==> src/rtl/renkon_layer_seq.sv <==
// -----------------------------------------------------------------------------
// renkon_layer_seq
//
// Upstream layer sequencer for the renkon convolution engine. A host-written
// descriptor table (one entry per layer) is walked in order. For each layer
// the descriptor is registered onto the parameter outputs, a one-cycle `req`
// is issued to the renkon controller, and the sequencer waits for `ack`
// before moving on. The host sees one start/done handshake per network pass.
//
// Optional feature (compile-time macro RENKON_SEQ_TIMEOUT_EN):
//   A WAIT-state watchdog. If `ack` does not arrive within TIMEOUT wait
//   cycles the run is aborted through DONE with the sticky `err` flag set.
//   Without the macro `err` is tied to 0 and WAIT lasts indefinitely.
//
// Ports:
//   clk, rst             clock, synchronous active-high reset
//   cfg_we/layer/field/  descriptor field write (honoured only in IDLE)
//   cfg_wdata
//   start, num_layers    run request; layer count sampled with start
//   busy, done, err      run status (done is a one-cycle pulse)
//   layer_idx, req, ack  per-layer handshake with the controller
//   in_offset..pool_en   registered parameters of the issued layer
// -----------------------------------------------------------------------------
module renkon_layer_seq #(
  parameter int LAYERS  = 16,
  parameter int LWIDTH  = 10,
  parameter int IMGSIZE = 12,
  parameter int NETSIZE = 11,
  parameter int TIMEOUT = 1048575
) (
  input  logic                         clk,
  input  logic                         rst,
  input  logic                         cfg_we,
  input  logic [$clog2(LAYERS)-1:0]    cfg_layer,
  input  logic [3:0]                   cfg_field,
  input  logic [15:0]                  cfg_wdata,
  input  logic                         start,
  input  logic [$clog2(LAYERS+1)-1:0]  num_layers,
  output logic                         busy,
  output logic                         done,
  output logic                         err,
  output logic [$clog2(LAYERS)-1:0]    layer_idx,
  output logic                         req,
  input  logic                         ack,
  output logic [IMGSIZE-1:0]           in_offset,
  output logic [IMGSIZE-1:0]           out_offset,
  output logic [NETSIZE-1:0]           net_offset,
  output logic [LWIDTH-1:0]            total_in,
  output logic [LWIDTH-1:0]            total_out,
  output logic [LWIDTH-1:0]            img_size,
  output logic [LWIDTH-1:0]            conv_size,
  output logic [LWIDTH-1:0]            conv_pad,
  output logic [LWIDTH-1:0]            pool_size,
  output logic                         bias_en,
  output logic                         relu_en,
  output logic                         pool_en
);

  localparam int IDX_W = $clog2(LAYERS);
  localparam int NL_W  = $clog2(LAYERS+1);

  // The watchdog counter is 20 bits wide, so the limit must fit in it.
  if (TIMEOUT < 1 || TIMEOUT > 1048575) begin : g_bad_timeout
    $error("renkon_layer_seq: TIMEOUT must be in 1..1048575");
  end

  typedef enum logic [2:0] {
    S_IDLE,
    S_LOAD,
    S_REQ,
    S_WAIT,
    S_DONE
  } state_t;

  typedef struct packed {
    logic [IMGSIZE-1:0] in_offset;
    logic [IMGSIZE-1:0] out_offset;
    logic [NETSIZE-1:0] net_offset;
    logic [LWIDTH-1:0]  total_in;
    logic [LWIDTH-1:0]  total_out;
    logic [LWIDTH-1:0]  img_size;
    logic [LWIDTH-1:0]  conv_size;
    logic [LWIDTH-1:0]  conv_pad;
    logic [LWIDTH-1:0]  pool_size;
    logic               bias_en;
    logic               relu_en;
    logic               pool_en;
  } desc_t;

  state_t           r_state;
  desc_t            r_table [LAYERS];
  desc_t            r_out;
  logic             r_busy;
  logic             r_done;
  logic             r_req;
  logic [IDX_W-1:0] r_layer_idx;
  logic [IDX_W-1:0] r_last;       // index of the final layer of this run

  logic [NL_W-1:0]  w_nl_m1;
  logic [IDX_W-1:0] w_last;
  logic             w_unused;

  // Last layer index = min(num_layers, LAYERS) - 1. Only meaningful when
  // num_layers is non-zero; the zero case bypasses the walk entirely.
  assign w_nl_m1 = num_layers - NL_W'(1);
  assign w_last  = (num_layers >= NL_W'(LAYERS)) ? IDX_W'(LAYERS-1)
                                                 : w_nl_m1[IDX_W-1:0];

  // Data bits above the widest field are don't-care.
  assign w_unused = ^cfg_wdata;

  // ---------------------------------------------------------------------------
  // Descriptor table. Writes are accepted only while idle so that a running
  // pass always sees a stable table.
  // NOTE: the table is plain storage with no reset branch; clearing a memory
  // on reset would prevent RAM inference and costs a clear sequence nobody
  // needs, since the host always writes descriptors before a run.
  // ---------------------------------------------------------------------------
  always_ff @(posedge clk) begin
    if (cfg_we && r_state == S_IDLE) begin
      case (cfg_field)
        4'd0: r_table[cfg_layer].in_offset  <= cfg_wdata[IMGSIZE-1:0];
        4'd1: r_table[cfg_layer].out_offset <= cfg_wdata[IMGSIZE-1:0];
        4'd2: r_table[cfg_layer].net_offset <= cfg_wdata[NETSIZE-1:0];
        4'd3: r_table[cfg_layer].total_in   <= cfg_wdata[LWIDTH-1:0];
        4'd4: r_table[cfg_layer].total_out  <= cfg_wdata[LWIDTH-1:0];
        4'd5: r_table[cfg_layer].img_size   <= cfg_wdata[LWIDTH-1:0];
        4'd6: r_table[cfg_layer].conv_size  <= cfg_wdata[LWIDTH-1:0];
        4'd7: r_table[cfg_layer].conv_pad   <= cfg_wdata[LWIDTH-1:0];
        4'd8: r_table[cfg_layer].pool_size  <= cfg_wdata[LWIDTH-1:0];
        4'd9: begin
          r_table[cfg_layer].bias_en <= cfg_wdata[0];
          r_table[cfg_layer].relu_en <= cfg_wdata[1];
          r_table[cfg_layer].pool_en <= cfg_wdata[2];
        end
        default: ;  // fields 10-15 are reserved
      endcase
    end
  end

`ifdef RENKON_SEQ_TIMEOUT_EN
  localparam logic [19:0] TO_LAST = 20'(TIMEOUT - 1);
  logic [19:0] r_wait_cnt;
  logic        r_err;
`endif

  // ---------------------------------------------------------------------------
  // Sequencer FSM. Every output is registered: each branch sets the outputs
  // for the state it is entering, so they line up with the state cycle.
  // NOTE: all state here uses non-blocking assignments so every branch reads
  // the pre-edge values; blocking assignments would make results depend on
  // statement order and mismatch between simulation and synthesis.
  // ---------------------------------------------------------------------------
  always_ff @(posedge clk) begin
    if (rst) begin
      r_state     <= S_IDLE;
      r_busy      <= 1'b0;
      r_done      <= 1'b0;
      r_req       <= 1'b0;
      r_layer_idx <= '0;
      r_last      <= '0;
      r_out       <= '0;
`ifdef RENKON_SEQ_TIMEOUT_EN
      r_wait_cnt  <= '0;
      r_err       <= 1'b0;
`endif
    end else begin
      r_done <= 1'b0;
      r_req  <= 1'b0;
      case (r_state)
        S_IDLE: begin
          if (start) begin
            r_layer_idx <= '0;
            r_last      <= w_last;
            r_busy      <= 1'b1;
`ifdef RENKON_SEQ_TIMEOUT_EN
            r_err       <= 1'b0;
`endif
            if (num_layers == '0) begin
              r_state <= S_DONE;
              r_done  <= 1'b1;
            end else begin
              r_state <= S_LOAD;
            end
          end
        end

        S_LOAD: begin
          r_out   <= r_table[r_layer_idx];
          r_req   <= 1'b1;
          r_state <= S_REQ;
        end

        // ack arriving together with req is deliberately not looked at.
        S_REQ: begin
          r_state <= S_WAIT;
`ifdef RENKON_SEQ_TIMEOUT_EN
          r_wait_cnt <= '0;
`endif
        end

        S_WAIT: begin
          if (ack) begin
            if (r_layer_idx == r_last) begin
              r_state <= S_DONE;
              r_done  <= 1'b1;
            end else begin
              r_layer_idx <= r_layer_idx + IDX_W'(1);
              r_state     <= S_LOAD;
            end
          end
`ifdef RENKON_SEQ_TIMEOUT_EN
          // The limit is reached on the TIMEOUT-th wait cycle without ack;
          // an ack on that very cycle takes the branch above instead.
          else if (r_wait_cnt == TO_LAST) begin
            r_err   <= 1'b1;
            r_state <= S_DONE;
            r_done  <= 1'b1;
          end else begin
            r_wait_cnt <= r_wait_cnt + 20'd1;
          end
`endif
        end

        S_DONE: begin
          r_state <= S_IDLE;
          r_busy  <= 1'b0;
        end

        default: begin
          r_state <= S_IDLE;
          r_busy  <= 1'b0;
        end
      endcase
    end
  end

  assign busy       = r_busy;
  assign done       = r_done;
  assign req        = r_req;
  assign layer_idx  = r_layer_idx;
`ifdef RENKON_SEQ_TIMEOUT_EN
  assign err        = r_err;
`else
  assign err        = 1'b0;
`endif

  assign in_offset  = r_out.in_offset;
  assign out_offset = r_out.out_offset;
  assign net_offset = r_out.net_offset;
  assign total_in   = r_out.total_in;
  assign total_out  = r_out.total_out;
  assign img_size   = r_out.img_size;
  assign conv_size  = r_out.conv_size;
  assign conv_pad   = r_out.conv_pad;
  assign pool_size  = r_out.pool_size;
  assign bias_en    = r_out.bias_en;
  assign relu_en    = r_out.relu_en;
  assign pool_en    = r_out.pool_en;

endmodule

==> config.mk <==
export PLATFORM = sky130hd
export DESIGN_NAME = renkon_layer_seq
export DESIGN_NICKNAME = d
export VERILOG_FILES = /design/src/rtl/renkon_layer_seq.sv
export SDC_FILE = /design/constraint.sdc
export NUM_CORES = 2
export LEC_CHECK = 0
export ABC_AREA = 1
export ABC_CLOCK_PERIOD_IN_PS = 2300
export CAP_MARGIN = 40
export CORE_MARGIN = 2
export CORE_UTILIZATION = 40
export CTS_CLUSTER_SIZE = 24
export DETAILED_ROUTE_END_ITERATION = 16
export HOLD_SLACK_MARGIN = 0.02
export PLACE_DENSITY = 0.64
export SLEW_MARGIN = 25
export SYNTH_ARGS = -nofsm -noshare
export SYNTH_HDL_FRONTEND = slang
export SYNTH_SLANG_ARGS = --single-unit
==> constraint.sdc <==
create_clock -name clk -period 2.3 [get_ports clk]
set_input_delay 0.23 -clock clk [delete_from_list [all_inputs] [get_ports clk]]
set_output_delay 0.23 -clock clk [all_outputs]
set_load 0.1 [all_outputs]
==> impl_results.md <==
* Outcome: complete, no violations
* DP HPWL at 109 mm
* CTS tree: yes
* Initial antenna violation count at 4
* Post-layout min period at 2220 ps
* Chip Height at 418 um
* Worst slew margin at 0.484
* Ys async rst share at 0
* Synth cell types at 31
* Average size of a mapped cell at 11.9 um2
* Drt pass-1 iters at 7
* Area grow syn2layout at 17.4%
* Synth area leaders: edfxtp_1 (69%), nor2_1 (7.8%), nand3_1 (5.1%), o21ai_0 (3.9%), dfxtp_1 (3.3%)
* Endpoint type of the worst setup path: output pin
* DRC viols at 0
* Leakage at 0.0289 uW
* Worst hold path depth at 2
* Pin count of the biggest net entering global routing at 82
* Share of the synthesized area in the top cell type at 0.686
* CTS sink cnt at 1680
* Fin. Hold Viols at 0
* Root Driver: clkbuf_16
* Minimum hold slack at 101 ps
* Cell Pwr Density at 1160 nW/um2
* DIE WIDTH at 418 um
* Hold Crit Class: input port to register
* Layout cell share with drive strength beyond 1 at 0.148
* H-tree depth at 4
* Mapped Nets at 5823
* Crit start category: register
* Avg WL per Cell at 21.0 um
* Overall Global Routing Usage at 0.201
* Commonest non-fill, non-tap cells in the layout: edfxtp_1 (1568), nor2_1 (1425), nand3_1 (696)
* Max-Cap Viols at 0
* Post-synth EDFFs at 1568
* Seq/Total Area, Yosys at 0.719
* Most common cell after layout, fill and taps aside: edfxtp_1
* Critical Path RT at 2070 ps
* Synth Instances at 5786
* Slew @ Worst Pin at 773 ps
* Synthesized flop and latch total at 1680
* Num rows at 151
* Crit path kind: register to output pin
* Main flop type after synthesis: edfxtp_1
* Mapped cell area at 68600 um2
* First-pass GRT wire length at 268 mm
* Clk pin slew, worst setup/hold paths at 60 ps
* Initial Util at 0.404
* Final setup vio count at 0
* Pins Over Slew Limit at 0
* Worst EP arrival at 1990 ps
* CP Max Fanout at 23
* Synth warn at 0
* Reg2Reg Depth at 11
* Routed Antenna Nets at 0
* Pwr Total at 93600 uW
* Routability-driven placement congestion ratio at 0.812
* Die ar. at 175000 um2
* Post CTS Setup Buffer Count at 0
* Port bufs at 134
* CTS Buffer Depth at 3
* Violation count after the first detailed-routing iteration at 4424
* TritonCTS Buffers at 170
* Net count, final at 6187
* Leading area contributor after synthesis: edfxtp_1
* Remaining global-route overflow at 0
* Max VDD drop at 0.837 mV
* Final period utilization at 0.964
* Post-Route WL at 178 mm
* Worst-Skew Late Latency at 810 ps
* Core Area at 170000 um2
* Max Clk Rate at 451 MHz
* Vias/cell at 5.25
* Cell total after placement at 8181
* Vias at 44700
* Worst Skew at 34.7 ps
* Io pins at 140
* Vias in the first global route at 43600
* Final std cells w/o fill at 8507
[worst max-delay path, stage by stage, from the launching register on]
cell,delay [ps]
dfxtp_4,400
buf_4,320
buf_16,230
buf_12,190
[final timing paths]
kind / endpoint / slack, ps / start
min reg2reg: r_last[1]$_SDFFE_PP0P_ / 490 / r_last[1]$_SDFFE_PP0P_
max reg2reg: r_table[9][82]$_DFFE_PP_ / 130 / r_state[1]$_SDFFE_PP0P_
max: layer_idx[3] / 80 / layer_idx[3]$_SDFFE_PP0P_
min: r_last[0]$_SDFFE_PP0P_ / 100 / num_layers[0]
[sequential cells by signal, indices dropped and copies added, names as in the netlist, 3 cells and up]
signal      cells
conv_pad       10
conv_size      10
img_size       10
in_offset      12
layer_idx       4
net_offset     11
out_offset     12
pool_size      10
r_last          4
r_state         3
r_table      1568
total_in       10
total_out      10
[cell type report]
cell class,count,area (um2)
Antenna cell,6,15.0
Multi-Input combinational cell,3351,15900
Fill cell,14800,89300
Clock inverter,76,623
Timing Repair Buffer,561,5620
Sequential cell,1680,49300
Clock buffer,229,4770
Inverter,386,1480
Tap cell,2218,2780
[kinds of logic after synthesis]
family	after synthesis	synth area share
adders and majority gates	3	0.000547
other	1	0.0000547
buffers and inverters	755	0.0496
xor gates and xnor gates	3	0.000383
AOI/OAI and AO/OA	799	0.0782
DFF	1680	0.719
and+or+nand+nor	2545	0.152
[cell usage after synthesis, types with 4 or more instances]
master    count
buf_1        56
nor2_1     1428
nand2_1     414
buf_4        36
buf_2        77
nand3_1     696
o211ai_2    140
a21oi_1       7
inv_1       381
edfxtp_1   1568
buf_8         4
o21ai_0     528
buf_6        37
inv_2         4
dfxtp_1     112
o211ai_1    118
clkbuf_1    158
[routing by layer]
metal,share of wire,track usage,up-vias
li1,-,-,21000
met1,0.42,0.267,21900
met2,0.49,0.335,1560
met3,0.063,0.0290,274
met4,0.031,0.0742,0
met5,0,0,-
[what timing repair did]
action	CTS	global route
endpoints found under the hold margin	597	0
gates cloned	2	1
setup endpoints to repair	138	837
gates resized for setup	6	14
hold buffers	12	0
[through the flow]
step / utilization / worst slack [ps] / setup TNS, ps / instance area (um2)
floorplan: - / 3.03 / 0 / 68600
global placement: 0.441 / -6.64 / -62.3 / 74800
detailed placement: 0.441 / -17.5 / -256 / 74800
CTS: 0.474 / 0.317 / 0 / 80500
global route: 0.474 / -37.2 / -1960 / 80500
finish: 0.474 / 81.9 / 0 / 80500
[power by group]
| group | internal (uW) | total (uW) | switching [uW] |
|---|---|---|---|
| Clock | 15300 | 26800 | 11500 |
| Combinational | 9740 | 32100 | 22400 |
| Sequential | 34200 | 34700 | 512 |
| Total | 59200 | 93600 | 34300 |
(Power assumes the default switching activity.)
